File: src/rtl/layer_ctrl_pwr_pkg.sv
// Shared types for the layer-controller power sequencer: state encoding and per-state output vectors.
// Isolation polarity comes from the shared IO_HOLD / IO_RELEASE defines; fallbacks apply if that file is absent.
`ifndef IO_HOLD
`define IO_HOLD 1'b1
`endif
`ifndef IO_RELEASE
`define IO_RELEASE 1'b0
`endif

package layer_ctrl_pwr_pkg;

    typedef enum logic [3:0] {
        ST_OFF     = 4'd0,
        ST_PWR_UP  = 4'd1,
        ST_CLK_ON  = 4'd2,
        ST_RST_REL = 4'd3,
        ST_ACTIVE  = 4'd4,
        ST_DRAIN   = 4'd5,
        ST_ISO_ON  = 4'd6,
        ST_RST_ON  = 4'd7,
        ST_PWR_DN  = 4'd8
    } pwr_state_e;

    typedef struct packed {
        logic sleep;
        logic clk_en;
        logic reset;
        logic iso;
    } pwr_out_t;

    localparam logic ISO_HOLD    = `IO_HOLD;
    localparam logic ISO_RELEASE = `IO_RELEASE;

    function automatic pwr_out_t state_outputs(input pwr_state_e s);
        pwr_out_t o;
        case (s)
            ST_PWR_UP:  o = '{sleep: 1'b0, clk_en: 1'b0, reset: 1'b1, iso: ISO_HOLD};
            ST_CLK_ON:  o = '{sleep: 1'b0, clk_en: 1'b1, reset: 1'b1, iso: ISO_HOLD};
            ST_RST_REL: o = '{sleep: 1'b0, clk_en: 1'b1, reset: 1'b0, iso: ISO_HOLD};
            ST_ACTIVE:  o = '{sleep: 1'b0, clk_en: 1'b1, reset: 1'b0, iso: ISO_RELEASE};
            ST_DRAIN:   o = '{sleep: 1'b0, clk_en: 1'b1, reset: 1'b0, iso: ISO_RELEASE};
            ST_ISO_ON:  o = '{sleep: 1'b0, clk_en: 1'b1, reset: 1'b0, iso: ISO_HOLD};
            ST_RST_ON:  o = '{sleep: 1'b0, clk_en: 1'b0, reset: 1'b1, iso: ISO_HOLD};
            default:    o = '{sleep: 1'b1, clk_en: 1'b0, reset: 1'b1, iso: ISO_HOLD};
        endcase
        return o;
    endfunction

endpackage

File: src/rtl/layer_ctrl_pwr_timer.sv
// Loadable down-counter for the power sequencer; done is high while the count sits at zero.
module layer_ctrl_pwr_timer #(
    parameter int CNT_W = 8
) (
    input  logic             clk,
    input  logic             reset,
    input  logic             load,
    input  logic [CNT_W-1:0] load_val,
    output logic             done
);

    logic [CNT_W-1:0] count;

    always_ff @(posedge clk or posedge reset) begin
        if (reset) begin
            count <= '0;
        end else if (load) begin
            count <= load_val;
        end else if (count != '0) begin
            count <= count - 1'b1;
        end
    end

    assign done = (count == '0);

endmodule

File: src/rtl/layer_ctrl_power_seq.sv
// Layer-controller power sequencer: power gate, clock gate, reset and isolation ordering with drain on sleep.
// Optional DRAIN timeout enabled by defining LAYER_CTRL_PWR_TIMEOUT_EN.
module layer_ctrl_power_seq
    import layer_ctrl_pwr_pkg::*;
#(
    parameter int T_PWR     = 4,
    parameter int T_CLK     = 2,
    parameter int T_RST     = 2,
    parameter int T_ISO     = 1,
    parameter int DRAIN_TMO = 255,
    parameter int CNT_W     = 8
) (
    input  logic       clk,
    input  logic       reset,
    input  logic       wakeup_req,
    input  logic       sleep_req,
    input  logic       lc_busy,
    output logic       lc_sleep,
    output logic       lc_clk_en,
    output logic       lc_reset,
    output logic       lc_isolation,
    output logic       pwr_ack,
    output logic [3:0] pwr_state,
    output logic       timeout_flag
);

    localparam int MAX_T = (T_PWR > T_CLK ? T_PWR : T_CLK) > (T_RST > T_ISO ? T_RST : T_ISO)
                         ? (T_PWR > T_CLK ? T_PWR : T_CLK) : (T_RST > T_ISO ? T_RST : T_ISO);
    localparam int MAX_LOAD = (MAX_T > DRAIN_TMO ? MAX_T : DRAIN_TMO) - 1;

    generate
        if (MAX_LOAD >= (1 << CNT_W)) begin : g_cnt_w_too_small
            $error("CNT_W too narrow for the configured delays");
        end
    endgenerate

    pwr_state_e       state, state_next;
    logic             timer_load, timer_done;
    logic [CNT_W-1:0] timer_val;
    logic             enter_active;
`ifdef LAYER_CTRL_PWR_TIMEOUT_EN
    logic             drain_timeout;
`endif

    always_comb begin
        state_next = state;
`ifdef LAYER_CTRL_PWR_TIMEOUT_EN
        drain_timeout = 1'b0;
`endif
        case (state)
            ST_OFF:     if (wakeup_req) state_next = ST_PWR_UP;
            ST_PWR_UP:  if (timer_done) state_next = ST_CLK_ON;
            ST_CLK_ON:  if (timer_done) state_next = ST_RST_REL;
            ST_RST_REL: if (timer_done) state_next = ST_ACTIVE;
            ST_ACTIVE:  if (sleep_req)  state_next = ST_DRAIN;
            ST_DRAIN: begin
                // abort outranks the drain-complete exit
                if (!sleep_req && wakeup_req) begin
                    state_next = ST_ACTIVE;
                end else if (!lc_busy) begin
                    state_next = ST_ISO_ON;
                end
`ifdef LAYER_CTRL_PWR_TIMEOUT_EN
                else if (timer_done) begin
                    state_next    = ST_ISO_ON;
                    drain_timeout = 1'b1;
                end
`endif
            end
            ST_ISO_ON:  if (timer_done) state_next = ST_RST_ON;
            ST_RST_ON:  if (timer_done) state_next = ST_PWR_DN;
            ST_PWR_DN:  if (timer_done) state_next = ST_OFF;
            default:    state_next = ST_OFF;
        endcase
    end

    always_comb begin
        timer_val = '0;
        case (state_next)
            ST_PWR_UP:  timer_val = CNT_W'(T_PWR - 1);
            ST_CLK_ON:  timer_val = CNT_W'(T_CLK - 1);
            ST_RST_REL: timer_val = CNT_W'(T_RST - 1);
            ST_ISO_ON:  timer_val = CNT_W'(T_ISO - 1);
            ST_RST_ON:  timer_val = CNT_W'(T_RST - 1);
            ST_PWR_DN:  timer_val = CNT_W'(T_PWR - 1);
`ifdef LAYER_CTRL_PWR_TIMEOUT_EN
            ST_DRAIN:   timer_val = CNT_W'(DRAIN_TMO - 1);
`endif
            default:    timer_val = '0;
        endcase
    end

    assign timer_load   = (state_next != state);
    assign enter_active = (state == ST_RST_REL) && (state_next == ST_ACTIVE);

    layer_ctrl_pwr_timer #(.CNT_W(CNT_W)) u_timer (
        .clk      (clk),
        .reset    (reset),
        .load     (timer_load),
        .load_val (timer_val),
        .done     (timer_done)
    );

    // outputs are registered from state_next so they line up with the state register
    always_ff @(posedge clk or posedge reset) begin
        if (reset) begin
            state <= ST_OFF;
            {lc_sleep, lc_clk_en, lc_reset, lc_isolation} <= state_outputs(ST_OFF);
            pwr_ack <= 1'b0;
        end else begin
            state <= state_next;
            {lc_sleep, lc_clk_en, lc_reset, lc_isolation} <= state_outputs(state_next);
            pwr_ack <= enter_active || ((state == ST_PWR_DN) && (state_next == ST_OFF));
        end
    end

`ifdef LAYER_CTRL_PWR_TIMEOUT_EN
    always_ff @(posedge clk or posedge reset) begin
        if (reset) begin
            timeout_flag <= 1'b0;
        end else if (drain_timeout) begin
            timeout_flag <= 1'b1;
        end else if (enter_active) begin
            timeout_flag <= 1'b0;
        end
    end
`else
    assign timeout_flag = 1'b0;
`endif

    assign pwr_state = state;

endmodule
File: config.mk
export PLATFORM = sky130hd
export DESIGN_NAME = layer_ctrl_power_seq
export DESIGN_NICKNAME = d
export VERILOG_FILES = /design/src/rtl/layer_ctrl_pwr_pkg.sv /design/src/rtl/layer_ctrl_pwr_timer.sv /design/src/rtl/layer_ctrl_power_seq.sv
export SDC_FILE = /design/constraint.sdc
export NUM_CORES = 1
export LEC_CHECK = 0
export CAP_MARGIN = 20
export CELL_PAD_IN_SITES_DETAIL_PLACEMENT = 1
export CELL_PAD_IN_SITES_GLOBAL_PLACEMENT = 1
export CORE_ASPECT_RATIO = 0.5
export CORE_UTILIZATION = 36
export CTS_CLUSTER_DIAMETER = 40
export CTS_CLUSTER_SIZE = 30
export DETAILED_ROUTE_END_ITERATION = 6
export GPL_ROUTABILITY_DRIVEN = 0
export PLACE_DENSITY = 0.73
export SYNTH_ARGS = -nofsm -noshare
export SYNTH_HDL_FRONTEND = slang
export SYNTH_SLANG_ARGS = --single-unit
File: constraint.sdc
create_clock -name clk -period 2.3 [get_ports clk]
set_input_delay 0.69 -clock clk [delete_from_list [all_inputs] [get_ports clk]]
set_output_delay 0.69 -clock clk [all_outputs]
set_load 0.005 [all_outputs]
==> impl_metrics.csv <==
group,metric,value,unit
critical_path,cpMaxStageDelayCell,"or4_4",
global_routing,antenna_found_initial,0,
global_routing,grtUsageMet3,0.0511,
drt,drc,0,
cells_and_area,finish.utilization,0.547,
critical_path,crit_family,"simple AND/OR/NAND/NOR gates",
synthesis,synth_compound_area_frac,0.194,
die,core,2750,um^2
die,die_w,80.3,um
cells_and_area,num_antenna_cells,0,
die,die_h,41.2,um
synthesis,synth_top_family_by_area,"simple AND/OR/NAND/NOR gates",
cells_and_area,area_growth,36.2,%
min_path,min_path_type,"register to register",
synthesis,ys_ff_latch,17,
sta,setup_ws,0.00390,ns
global_routing,grt_pass1_vias,982,
pwr,powerDensity,1410,nW/um^2
sta,fin_skew,0.00528,ns
clock_tree,clkLatencyLatePin,0.26,ns
synthesis,synth_area_per_cell,8.62,um^2
run,cap_violations,0,
global_routing,grtUsageTotal,0.208,
synthesis,synth.top_cells.by_count,"14 x dfrtp_1, 14 x nor2_1, 9 x a21oi_1, 9 x inv_1, 9 x nand2_1",
sta,maxClockFrequency,436,MHz
cells_and_area,drive_above_1_share,0.278,
sta,setup_viol,0,
pwr,total_power,0.00212,W
global_routing,grt_max_degree,18,
clock_tree,numClockSinks,17,
drt,vias,1053,
synthesis,synth_area_leaders,"dfrtp_1 32%, dfstp_2 7.1%, nor2_1 4.8%",
sta,finalHoldViolCount,0,
clock_tree,cts_made_buffers,3,
critical_path,critical_path_class,"register to register",
drt,viasPerCell,5.29,
drt,drt_wl_total,3100,um
critical_path,cp_max_fo,2,
critical_path,cp_cell_sequence,"or4_4 -> or3_4 -> mux2_4 -> a2111o_1 -> o2111ai_2 -> o21a_1",
critical_path,cp-start-kind,"register",
critical_path,arrival,2.49,ns
die,die_area,3300,um^2
clock_tree,cts_root_buf,"clkbuf_8",
critical_path,slowest_delay,0.55,ns
clock_tree,cts.clk_slew.worst_paths,0.07,ns
place,port_buffers,13,
synthesis,ys.warnings.count,0,
cells_and_area,fin_cells,199,
global_routing,use_met2,0.361,
cells_and_area,layout.nets,170,
run_status,status,"finished, final reports clean",
cells_and_area,final_area,1500,um^2
clock_tree,htreeDepth,1,
drt,wl_per_cell,15.6,um
die,rows,13,
synthesis,seq_area_frac_synth,0.389,
cells_and_area,nFillCells,350,
critical_path,worstPathRequired,2.50,ns
global_routing,grt.overflow.total,0,
pwr,power_leakage,0.659,nW
synthesis,muxShareOfSynthArea,0.0510,
synthesis,synthSimpleGateAreaFrac,0.227,
sta,layout_min_cycle_time,2.30,ns
synthesis,async_flop_share,1.00,
synthesis,synthAdderAreaFrac,0.0227,
critical_path,critPathCaptureType,"register",
place,hpwlAfterDp,2190,um
sta,fin_crit_sh,0.998,
synthesis,synth_xor_area_frac,0.0476,
sta,maxSlewViolCount,0,
synthesis,synth_flop_cell,"dfrtp_1",
synthesis,synth_top_area_cell,"dfrtp_1",
pwr,vdd_drop_max,0.000503,V
die,ios,15,
place,place_ws,-0.0843,ns
place,dp.cells,191,
synthesis,syn_area,1100,um^2
global_routing,busiest_layer,"met2",
global_routing,use_met1,0.262,
synthesis,syn_inst,128,
drt,dr.pass1.iters,3,
drt,ant_nets,0,
synthesis,synth_edf_count,0,
sta,rsz0062_at_grt,"true",
synthesis,synth_top_cell_area_share,0.317,
global_routing,grt_pass1_wl,4820,um
clock_tree,cts_tree,"yes",
clock_tree,cts_max_path_buffers,2,
synthesis,synth_nets,135,
place,postPlaceCellArea,1390,um^2
die,initial_utilization,0.401,
synthesis,synth.distinct_cells,41,
critical_path,cp_num_buf_inv,0,
drt,drt-initial-drc-count,22,
==> routing by layer <==
layer  vias to the layer above  wire length [um]
met1                       526              1550
met2                        15              1440
met4                         0                22
li1                        510                 -
met3                         2                84
met5                         -                 0
==> cells in the final DEF (no fill, tap or decap), types with 2 or more instances in the layout <==
cell type	count
xnor2_1	6
nand3_1	2
o211a_1	2
nor3_1	4
nand2b_1	4
buf_4	24
a21oi_1	9
nand2_1	9
o211ai_1	4
clkbuf_8	3
dfrtp_1	14
o21ai_0	6
inv_1	9
ha_1	2
clkdlybuf4s50_1	13
mux2i_2	2
nor4_1	2
dfstp_2	3
nor2b_1	5
nor2_1	14
==> where the power goes <==
part           total, W  internal, W  switching, W
Sequential     0.000567     0.000439      0.000127
Clock          0.000229     0.000120      0.000109
Combinational   0.00133     0.000686      0.000642
Total           0.00212      0.00125      0.000878
==> worst min-delay path, stage by stage (launching register included) <==
cell	delay [ns]
dfrtp_1	0.36
or4_1	0.11
a21oi_1	0.06
==> logic make-up after synthesis <==
family	after synthesis
AOI/OAI and AO/OA	32
xor gates and xnor gates	6
adders and majority gates	2
buffers and inverters	16
DFF	17
muxes	5
other	1
and+or+nand+nor	49
==> sequential cells by signal, indices dropped and copies added, names as in the netlist <==
signal and flops:
lc_isolation 1, pwr_state 4, lc_sleep 1, pwr_ack 1
lc_reset 1, lc_clk_en 1, u_timer.count 8
==> path summary, 6_finish.rpt <==
path | cells after the start | start | endpoint | slack (ns)
max | 6 | u_timer.count[5]$_DFFE_PP0P_ | u_timer.count[0]$_DFFE_PP0P_ | 0.004
min | 2 | u_timer.count[7]$_DFFE_PP0P_ | u_timer.count[7]$_DFFE_PP0P_ | 0.56
max reg2reg | 6 | u_timer.count[5]$_DFFE_PP0P_ | u_timer.count[0]$_DFFE_PP0P_ | 0.004
min reg2reg | 2 | u_timer.count[7]$_DFFE_PP0P_ | u_timer.count[7]$_DFFE_PP0P_ | 0.56
max in group asynchronous | 3 | reset | lc_reset$_DFF_PP1_ | 1.30
min in group asynchronous | 3 | reset | u_timer.count[6]$_DFFE_PP0P_ | 0.74
==> area by class of cell <==
cell class / count / area (um^2) / area share
clock buffer: 3 / 41.3 / 0.0275
sequential: 17 / 429 / 0.286
timing repair buffer: 37 / 310 / 0.206
inverter: 9 / 33.8 / 0.0225
multi-input combinational: 95 / 637 / 0.424
tap: 37 / 46.3 / 0.0308
clock inverter: 1 / 5.00 / 0.00333
==> through the flow <==
| step | hold slack [ns] | TNS [ns] |
|---|---|---|
| 6_report | 0.562 | 0 |
| 5_1_grt | 0.587 | -0.121 |
| 4_1_cts | 0.570 | 0 |
| 3_5_place_dp | 0.555 | -0.314 |
| 3_3_place_gp | 0.534 | -0.0849 |
| 2_1_floorplan | 0.510 | 0 |
==> what timing repair did <==
| item | CTS | global route |
|---|---|---|
| cloned | 0 | 0 |
| resized for setup | 2 | 6 |
| hold buffers | 0 | 0 |
| endpoints found under the setup margin | 2 | 5 |
| buffers inserted | 0 | 4 |
Power figures use the tool's default switching activity.
